<file path="src/rtl/pc_fetch_unit_pkg.sv">
// Shared types and constants for the PC / fetch unit.
// State encoding, NOP word and default reset PC.
package pc_fetch_unit_pkg;

  typedef enum logic [1:0] {
    ST_IDLE  = 2'd0,
    ST_FETCH = 2'd1,
    ST_EXEC  = 2'd2,
    ST_HALT  = 2'd3
  } fetch_state_e;

  localparam logic [31:0] NOP_INSTR        = 32'h0000_0013;
  localparam logic [31:0] DEFAULT_RESET_PC = 32'h0000_0000;

endpackage

</file>
<file path="src/rtl/pc_fetch_unit_next_pc_calc.sv">
// next_pc_calc: combinational next-PC select (jalr > jal > branch > +4).
// Ports: pc, imm, rs1_data, jal, jalr, branch_enable -> next_pc, misaligned.
module next_pc_calc #(
  parameter int XLEN = 32
) (
  input  logic [XLEN-1:0] pc,
  input  logic [XLEN-1:0] imm,
  input  logic [XLEN-1:0] rs1_data,
  input  logic            jal,
  input  logic            jalr,
  input  logic            branch_enable,
  output logic [XLEN-1:0] next_pc,
  output logic            misaligned
);

  localparam logic [XLEN-1:0] CLR_B0 = {{(XLEN-1){1'b1}}, 1'b0};

  logic [XLEN-1:0] jalr_tgt;
  logic [XLEN-1:0] rel_tgt;
  logic [XLEN-1:0] seq_tgt;

  assign jalr_tgt = (rs1_data + imm) & CLR_B0;
  assign rel_tgt  = pc + imm;
  assign seq_tgt  = pc + XLEN'(4);

  // jal and jalr may both be set; jalr must win.
  always_comb begin
    next_pc = seq_tgt;
    if (jalr) begin
      next_pc = jalr_tgt;
    end else if (jal || branch_enable) begin
      next_pc = rel_tgt;
    end
  end

  assign misaligned = next_pc[1];

endmodule

</file>
<file path="src/rtl/pc_fetch_unit.sv">
// PC and instruction-fetch controller: req/ack fetch, one instr in flight.
// Ports: clk, rst_n, stall, redirects in; imem req/ack; instr/pc/trap out.
module pc_fetch_unit
  import pc_fetch_unit_pkg::*;
#(
  parameter logic [31:0] RESET_PC = DEFAULT_RESET_PC,
  parameter int          XLEN     = 32
) (
  input  logic            clk,
  input  logic            rst_n,
  input  logic            stall,
  input  logic            branch_enable,
  input  logic            jal,
  input  logic            jalr,
  input  logic [XLEN-1:0] imm,
  input  logic [XLEN-1:0] rs1_data,
  output logic            imem_req,
  output logic [XLEN-1:0] imem_addr,
  input  logic            imem_ack,
  input  logic [XLEN-1:0] imem_rdata,
  output logic [XLEN-1:0] instr,
  output logic            instr_valid,
  output logic [XLEN-1:0] pc,
  output logic [XLEN-1:0] pc_plus4,
  output logic            misalign_trap
);

  fetch_state_e    state_q, state_d;
  logic [XLEN-1:0] pc_q, pc_d;
  logic [XLEN-1:0] instr_q, instr_d;
  logic            valid_q, valid_d;
  logic            req_q, req_d;
  logic            trap_q, trap_d;

  logic [XLEN-1:0] next_pc;
  logic            next_mis;

  next_pc_calc #(
    .XLEN(XLEN)
  ) u_npc (
    .pc           (pc_q),
    .imm          (imm),
    .rs1_data     (rs1_data),
    .jal          (jal),
    .jalr         (jalr),
    .branch_enable(branch_enable),
    .next_pc      (next_pc),
    .misaligned   (next_mis)
  );

  always_comb begin
    state_d = state_q;
    pc_d    = pc_q;
    instr_d = instr_q;
    valid_d = valid_q;
    req_d   = req_q;
    trap_d  = trap_q;
    unique case (state_q)
      ST_IDLE: begin
        state_d = ST_FETCH;
        req_d   = 1'b1;
      end
      ST_FETCH: begin
        if (imem_ack) begin
          instr_d = imem_rdata;
          valid_d = 1'b1;
          req_d   = 1'b0;
          state_d = ST_EXEC;
        end
      end
      ST_EXEC: begin
        if (!stall) begin
          valid_d = 1'b0;
          if (next_mis) begin
            // PC stays on the faulting instruction.
            trap_d  = 1'b1;
            state_d = ST_HALT;
          end else begin
            pc_d    = next_pc;
            req_d   = 1'b1;
            state_d = ST_FETCH;
          end
        end
      end
      ST_HALT: begin
        req_d   = 1'b0;
        valid_d = 1'b0;
      end
      default: state_d = ST_IDLE;
    endcase
  end

  always_ff @(posedge clk) begin
    if (!rst_n) begin
      state_q <= ST_IDLE;
      pc_q    <= XLEN'(RESET_PC);
      instr_q <= XLEN'(NOP_INSTR);
      valid_q <= 1'b0;
      req_q   <= 1'b0;
      trap_q  <= 1'b0;
    end else begin
      state_q <= state_d;
      pc_q    <= pc_d;
      instr_q <= instr_d;
      valid_q <= valid_d;
      req_q   <= req_d;
      trap_q  <= trap_d;
    end
  end

  assign imem_req      = req_q;
  assign imem_addr     = pc_q;
  assign instr         = instr_q;
  assign instr_valid   = valid_q;
  assign pc            = pc_q;
  assign pc_plus4      = pc_q + XLEN'(4);
  assign misalign_trap = trap_q;

endmodule

</file>
<file path="config.mk">
export PLATFORM = sky130hd
export DESIGN_NAME = pc_fetch_unit
export DESIGN_NICKNAME = d
export VERILOG_FILES = /design/src/rtl/pc_fetch_unit_pkg.sv /design/src/rtl/pc_fetch_unit_next_pc_calc.sv /design/src/rtl/pc_fetch_unit.sv
export SDC_FILE = /design/constraint.sdc
export NUM_CORES = 1
export LEC_CHECK = 0
export BUFFER_PORTS_ARGS = -buffer_cell sky130_fd_sc_hd__buf_2
export CELL_PAD_IN_SITES_DETAIL_PLACEMENT = 0
export CELL_PAD_IN_SITES_GLOBAL_PLACEMENT = 1
export CORE_AREA = 2 2 123 215
export CTS_CLUSTER_DIAMETER = 30
export DETAILED_ROUTE_END_ITERATION = 6
export DIE_AREA = 0 0 125 217
export GPL_TIMING_DRIVEN = 0
export PLACE_DENSITY_LB_ADDON = 0.1
export SETUP_SLACK_MARGIN = 0.1
export SYNTH_ARGS = -nofsm -noshare
export SYNTH_HDL_FRONTEND = slang
export SYNTH_SLANG_ARGS = --single-unit
</file>
<file path="constraint.sdc">
create_clock -name clk -period 2.5 [get_ports clk]
set_input_delay 0.25 -clock clk [delete_from_list [all_inputs] [get_ports clk]]
set_output_delay 0.25 -clock clk [all_outputs]
set_load 0.1 [all_outputs]
</file>
==> flow_metrics.env, run 1 <==
export IMPL_clkTransAtPathRegs_ns=0.06
export IMPL_tightest_slew_ns=1.09
export IMPL_critPathLaunchType="flop"
export IMPL_final_hold_viol_count=0
export IMPL_clkLatencyLatePin_ns=0.36
export IMPL_p_int_w=0.00252
export IMPL_avgRoutedWirePerCell_um=22.0
export IMPL_firstDrtPassIters=5
export IMPL_grt_overflow_total=0
export IMPL_max_vdd_ir_drop_mv=0.309
export IMPL_status="finished with violations"
export IMPL_io_pins=234
export IMPL_grt_pass1_vias=9324
export IMPL_root_buffer="clkbuf_16"
export IMPL_dp_cells=1589
export IMPL_cts_sinks=68
export IMPL_crit_fanout=4
export IMPL_dieArea_mm2=0.0271
export IMPL_ys_types=73
export IMPL_antenna_left=0
export IMPL_min_delay_start="imem_rdata[0]"
export IMPL_crit_slowest_cell="or4b_4"
export IMPL_grt_pass1_wl_mm=55.3
export IMPL_die_y_um=217
export IMPL_drc=0
export IMPL_synth_cells=1037
export IMPL_placed_area_mm2=0.00981
export IMPL_violations="setup timing"
export IMPL_final_cell_mix="210 x buf_2, 139 x nand2_1, 88 x buf_4, 74 x a21oi_1, 73 x nor2_1"
export IMPL_avgSynthCellArea_um2=7.28
export IMPL_cts_tree="done"
export IMPL_grt_usage_pct=26.7
export IMPL_place_ws_ns=-0.929
export IMPL_seqPwrFrac_pct=25.5
export IMPL_synth_main_ff_cell="dfxtp_1"
export IMPL_layout_min_cycle_time_ns=2.71
export IMPL_slowest_delay_ns=0.59
export IMPL_num_nets_final=1521
export IMPL_cp_arrival_ns=2.95
export IMPL_layout_setup_ws_ns=-0.213
export IMPL_via_per_inst=5.43
export IMPL_cp_required_ns=2.74
export IMPL_power_density_mw_per_mm2=400
export IMPL_wl_mm=36.9
export IMPL_numCtsBuffers=9
export IMPL_grt_start_max_net_pins=12
export IMPL_syn_cell_area_mm2=0.00755
export IMPL_syn_to_final_growth_pct=55.7
export IMPL_cp_top_family="simple AND/OR/NAND/NOR gates"
export IMPL_criticalPathCategory="flop to flop"
export IMPL_critical_path_buf_inv_count=0
export IMPL_gp_congestion=0.885
export IMPL_max_cap_violations=0
export IMPL_cts_buffer_depth=2
export IMPL_io_buffers=230
export IMPL_postSynthRegisterBits=68
export IMPL_max_freq_ghz=0.369
export IMPL_core_area_mm2=0.0256
export IMPL_crit_reg2reg_launch="imem_addr[2]"
export IMPL_endpoint_kind="flop"
export IMPL_n_antenna_cell=0
export IMPL_rsz0062_at_grt="yes"
export IMPL_ys_warn_count=0
export IMPL_setup_viol=14
export IMPL_drt_iter0_drc=383
export IMPL_fin_cells=1674
export IMPL_clkPwrFrac_pct=27.1
export IMPL_post_dp_hpwl_mm=29.1
export IMPL_cts_hold_buffers=0
export IMPL_switching_share_pct=46.3
export IMPL_via_count=9093
export IMPL_async_flop_share_pct=0
export IMPL_hold_class="input pin to flop"
export IMPL_layout_commonest_cell="buf_2"
export IMPL_drv_slew=0
export IMPL_combPwrFrac_pct=47.4
export IMPL_htreeDepth=3
export IMPL_drive_above_1_share_pct=40.1
export IMPL_start_util_pct=29.5
export IMPL_fin_crit_sh_pct=109
export IMPL_fp_dieW_um=125
export IMPL_rows=78
export IMPL_leakagePower_nw=5.39
export IMPL_fin_util_pct=46.0
export IMPL_p_total_w=0.00469
export IMPL_antenna_found_initial=0
export IMPL_synth_seq_area_share_pct=18.0
export IMPL_p_switching_w=0.00218
export IMPL_synth_edf_count=0
export IMPL_crit_path_cell_trace="ha_4 -> or3_4 -> o221ai_4 -> nor3_2 -> or4b_4 -> a21o_4 -> a211o_1 -> o211ai_2 -> o31ai_1"
export IMPL_crit_start="imem_addr[2]"
export IMPL_skew_ns=0.00889
export IMPL_slew_headroom_pct=27.4
export IMPL_fin_area_mm2=0.0118
## synthesized netlist by cell type, types with 5 or more instances
| master | instances | share of area, % |
|---|---|---|
| a211o_1 | 7 | 0.81 |
| a21boi_0 | 32 | 3.2 |
| o21ai_0 | 53 | 3.5 |
| o211ai_1 | 18 | 1.8 |
| o21a_1 | 19 | 1.9 |
| nand3_1 | 35 | 2.3 |
| clkbuf_1 | 44 | 2.2 |
| nor2b_1 | 7 | 0.58 |
| nor2_1 | 81 | 4.0 |
| ha_1 | 67 | 11 |
| o31ai_1 | 7 | 0.70 |
| buf_4 | 35 | 3.5 |
| mux2i_1 | 7 | 0.93 |
| and4_1 | 7 | 0.81 |
| nand4_1 | 14 | 1.2 |
| a221oi_1 | 7 | 0.81 |
| o21bai_1 | 5 | 0.50 |
| a21o_1 | 32 | 3.2 |
| xor2_1 | 30 | 3.5 |
| nand2_1 | 143 | 7.1 |
| a211oi_1 | 18 | 1.8 |
| o211a_1 | 5 | 0.66 |
| inv_1 | 21 | 1.0 |
| and2_1 | 8 | 0.66 |
| and3_1 | 12 | 0.99 |
| nand2b_1 | 8 | 0.66 |
| dfxtp_1 | 68 | 18 |
| a21oi_1 | 85 | 5.6 |
| xnor2_1 | 45 | 5.2 |
| nor3_1 | 17 | 1.1 |
| nand3b_1 | 6 | 0.60 |
| a31oi_1 | 15 | 1.2 |
| or3_1 | 8 | 0.66 |
## area by class of cell
| class | count | area (um2) |
|---|---|---|
| tap | 320 | 400 |
| fill | 2659 | 13800 |
| clock buffer | 11 | 253 |
| multi-input combinational | 866 | 7000 |
| timing repair buffer | 303 | 2070 |
| inverter | 21 | 78.8 |
| clock inverter | 4 | 22.5 |
| buffer | 81 | 475 |
| sequential | 68 | 1460 |
## worst paths after layout
kind / to / slack (ns) / depth (start not counted)
max: imem_addr[31] / -0.21 / 9
min: instr[0] / 0.11 / 3
max reg2reg: imem_addr[31] / -0.21 / 9
min reg2reg: instr[18] / 0.46 / 2
## worst register-to-register path, stage by stage, from the launching register on
cell and delay (ns):
dfxtp_4 0.37, ha_4 0.16, or3_4 0.40, o221ai_4 0.26, nor3_2 0.08, or4b_4 0.59
a21o_4 0.29, a211o_1 0.28, o211ai_2 0.08, o31ai_1 0.09
## power by group through the flow
| stage | sequential, W | clock (W) | combinational, W |
|---|---|---|---|
| after floorplan | 0.00166 | 0 | 0.00107 |
| after global placement | 0.00123 | 0 | 0.00202 |
| after detailed placement | 0.00123 | 0 | 0.00202 |
| after CTS | 0.00120 | 0.00130 | 0.00219 |
| after global routing | 0.00121 | 0.00135 | 0.00237 |
| final | 0.00120 | 0.00127 | 0.00223 |
## cells by family (layout without fill, tap and decap cells)
family	after synthesis	after routing	synth area share [%]
xor+xnor	75	75	8.71
buf+inv	105	420	6.98
fa+ha+maj	68	68	11.4
compound gates	339	339	30.1
mux	7	7	0.929
other cells	1	3	0.0497
simple gates	374	374	23.8
flops	68	68	18.0
## through the flow
step                hold WS [ns]  TNS [ns]
floorplan                  0.374     -1.50
global placement           0.442    -20.56
detailed placement         0.455    -21.05
CTS                        0.104     -1.54
global route               0.109     -3.03
finish                     0.110     -1.61
## sequential cells by signal (all words and copies together), names as in the netlist
name and flops:
instr 32, imem_addr 31, state_q 2, imem_req 1, instr_valid 1, misalign_trap 1
## routing by layer
layer	track usage [%]	wire (um)	share of wire [%]
met1	27.0	13100	36
met2	51.7	19900	54
met3	3.10	1340	3.6
met4	15.9	2520	6.8
met5	0	0	0
## repair_timing
| item | CTS | global route |
|---|---|---|
| buffers inserted | 58 | 15 |
| setup endpoints to repair | 51 | 41 |
| gates resized for setup | 190 | 55 |
| pin swaps | 53 | 39 |
(Power assumes the default switching activity.)
==> run 2: changes to the inputs <==
- ABC_AREA: unset -> 1
- BUFFER_PORTS_ARGS: -buffer_cell sky130_fd_sc_hd__buf_2 -> unset
- CORE_AREA: 2 2 123 215 -> 2 2 133 232
- DIE_AREA: 0 0 125 217 -> 0 0 135 234
- DONT_BUFFER_PORTS: unset -> 1
==> run 2 against run 1 <==
The run still ends with setup timing left. Largest cell class unchanged. Hold slack worse by 0.10 ns. Sequential power up 150%. Clock power up 5%. Global-route usage about the same. Critical endpoint is now pc_plus4[19]. Largest power group unchanged. Sequential share of layout area up 0.48 points. Highest routed layer unchanged. Critical path depth down 6.
==> flow_metrics.env, run 2 <==
export IMPL_cp_arrival_ns=2.71
export IMPL_largest_register_ffs=32
export IMPL_yosysTopAreaCell="nand2_1"
export IMPL_die_y_um=234
export IMPL_yosysMostFrequentCell="nand2_1"
export IMPL_synth_top_area_share_pct=21.6
export IMPL_slowest_delay_ns=0.65
export IMPL_hold_class="input pin to flop"
export IMPL_start_util_pct=29.3
export IMPL_power_density_mw_per_mm2=641
export IMPL_syn_to_final_growth_pct=30.7
export IMPL_cts_buffer_depth=2
export IMPL_fin_crit_sh_pct=118
export IMPL_dieArea_mm2=0.0316
export IMPL_leakagePower_nw=5.66
export IMPL_max_vdd_ir_drop_mv=0.712
export IMPL_skew_ns=0.00620
export IMPL_numCtsBuffers=9
export IMPL_htreeDepth=3
export IMPL_antenna_found_initial=0
export IMPL_max_cap_violations=0
export IMPL_ys_warn_count=0
export IMPL_avgSynthCellArea_um2=5.54
export IMPL_via_per_inst=4.95
export IMPL_postSynthRegisterBits=68
export IMPL_tightest_slew_ns=1.22
export IMPL_crit_reg2reg_launch="imem_addr[2]"
export IMPL_n_antenna_cell=0
export IMPL_holdWs_ns=0.00988
export IMPL_slew_headroom_pct=18.3
export IMPL_crit_fanout=8
export IMPL_cts_sinks=68
export IMPL_post_dp_hpwl_mm=36.3
export IMPL_cp_required_ns=2.25
export IMPL_rsz0062_at_grt="yes"
export IMPL_max_freq_ghz=0.338
export IMPL_cts_hold_buffers=0
export IMPL_drt_met1_wl_mm=14.5
export IMPL_min_delay_start="imem_rdata[4]"
export IMPL_crit_slowest_cell="clkinvlp_4"
export IMPL_gp_congestion=0.906
export IMPL_synthTopCellsByArea="nand2_1 22%, dfxtp_1 16%, inv_1 11%"
export IMPL_num_nets_final=1801
export IMPL_netlist_top_cells_count="504 x nand2_1, 251 x inv_1, 167 x nor2_1"
export IMPL_ys_types=47
export IMPL_layout_setup_ws_ns=-0.458
export IMPL_io_buffers=0
export IMPL_synth_cells=1580
export IMPL_synth_seq_area_share_pct=15.5
export IMPL_highest_layer="met4"
export IMPL_via_count=10000
export IMPL_grt_overflow_total=0
export IMPL_drt_iter0_drc=406
export IMPL_grt_pass1_vias=10200
export IMPL_endpoint_kind="output port"
export IMPL_layout_min_cycle_time_ns=2.96
export IMPL_p_total_w=0.00734
export IMPL_cts_tree="done"
export IMPL_clkTransAtPathRegs_ns=0.06
export IMPL_async_flop_share_pct=0
export IMPL_criticalPathCategory="flop to output port"
export IMPL_crit_start="imem_addr[2]"
export IMPL_clkLatencyLatePin_ns=0.36
export IMPL_crit_path_cell_trace="clkinvlp_4 -> nor3_4 -> xor2_4"
export IMPL_synth_main_ff_cell="dfxtp_1"
export IMPL_firstDrtPassIters=5
export IMPL_layout_commonest_cell="nand2_1"
export IMPL_wl_mm=42.3
export IMPL_dr_wl_met2_mm=23.3
export IMPL_syn_cell_area_mm2=0.00876
export IMPL_place_ws_ns=-0.493
export IMPL_drive_above_1_share_pct=20.2
export IMPL_drv_slew=0
export IMPL_root_buffer="clkbuf_16"
export IMPL_io_pins=234
export IMPL_core_area_mm2=0.0298
export IMPL_violations="setup timing"
export IMPL_status="finished with violations"
export IMPL_fp_dieW_um=135
export IMPL_grt_pass1_wl_mm=61.2
export IMPL_drc=0
export IMPL_met3_length_mm=1.97
export IMPL_final_cell_mix="453 x nand2_1, 241 x inv_1, 144 x nor2_1, 109 x nand3_1, 82 x a21oi_1"
export IMPL_fill_cells=3404
export IMPL_critPathLaunchType="flop"
export IMPL_synth_edf_count=0
export IMPL_antenna_left=0
export IMPL_rows=84
export IMPL_avgRoutedWirePerCell_um=20.9
export IMPL_setup_viol=30
export IMPL_final_hold_viol_count=0
export IMPL_grt_usage_pct=26.7
export IMPL_grt_start_max_net_pins=13
## run 2: cell types whose count changed after synthesis, sizes merged, moves of 12 or more
cell    previous run  this run
a211oi            18         0
xnor2             45         8
nand2            143       508
nor2              81       176
a21boi            32         2
o21a              19         4
o21ai             53        80
inv               21       256
a21o              32         3
clkbuf            44        18
o211ai            19         7
nand3             35       126
a21oi             85        98
## run 2: power breakdown
group	leakage [nW]	switching, W	internal, W
clock	0.149	0.000533	0.000798
combinational	4.93	0.00217	0.000891
sequential	0.578	0.00166	0.00129
## run 2: path summary, 6_finish.rpt
path,slack (ns),depth (start not counted),to
max,-0.46,3,pc_plus4[19]
min,0.01,2,instr[4]
max reg2reg,-0.36,7,imem_addr[19]
min reg2reg,0.61,2,state_q[1]
## run 2: what timing repair did
action,in CTS,in global routing
gates resized for setup,167,88
pin swaps,37,36
endpoints found under the setup margin,59,55
setup buffers,24,15
## run 2: layout make-up
class / instances / area (um2) / area share (%)
Buffer: 66 / 422 / 3.68
Clock buffer: 10 / 239 / 2.09
Clock inverter: 6 / 62.6 / 0.547
Inverter: 258 / 990 / 8.65
Multi-Input combinational cell: 1190 / 7390 / 64.6
Sequential cell: 68 / 1470 / 12.9
Tap cell: 387 / 484 / 4.23
Timing Repair Buffer: 37 / 383 / 3.35
## run 2: logic make-up (layout without fill, tap and decap cells)
group | after synthesis | count (layout) | synth area share [%]
buf+inv | 324 | 377 | 15.6
flops | 68 | 68 | 15.5
compound gates | 210 | 210 | 13.0
simple gates | 873 | 873 | 42.1
other cells | 1 | 3 | 0.0428
fa+ha+maj | 68 | 68 | 9.80
xor+xnor | 36 | 36 | 3.94
## run 2: worst max-delay path: cells and delay by family (launching register included)
family        cells  cell delay, ns
flops             1            0.62
simple gates      1            0.41
buf+inv           1            0.65
xor+xnor          1            0.65
## run 2: layer usage
metal	vias up	GRT usage, %
met5	-	0
met4	0	14.8
met3	84	4.43
met2	286	53.0
met1	4568	25.4
li1	5065	-
## run 2: stage by stage
step	utilization [%]	instances	area, um2	TNS (ns)
finish	38.3	2022	11400	-4.26
global route	38.3	2022	11400	-7.02
CTS	36.6	2009	10900	-4.14
detailed placement	32.4	1969	9660	-10.04
global placement	32.4	1969	9660	-9.50
floorplan	-	1582	9170	-0.127
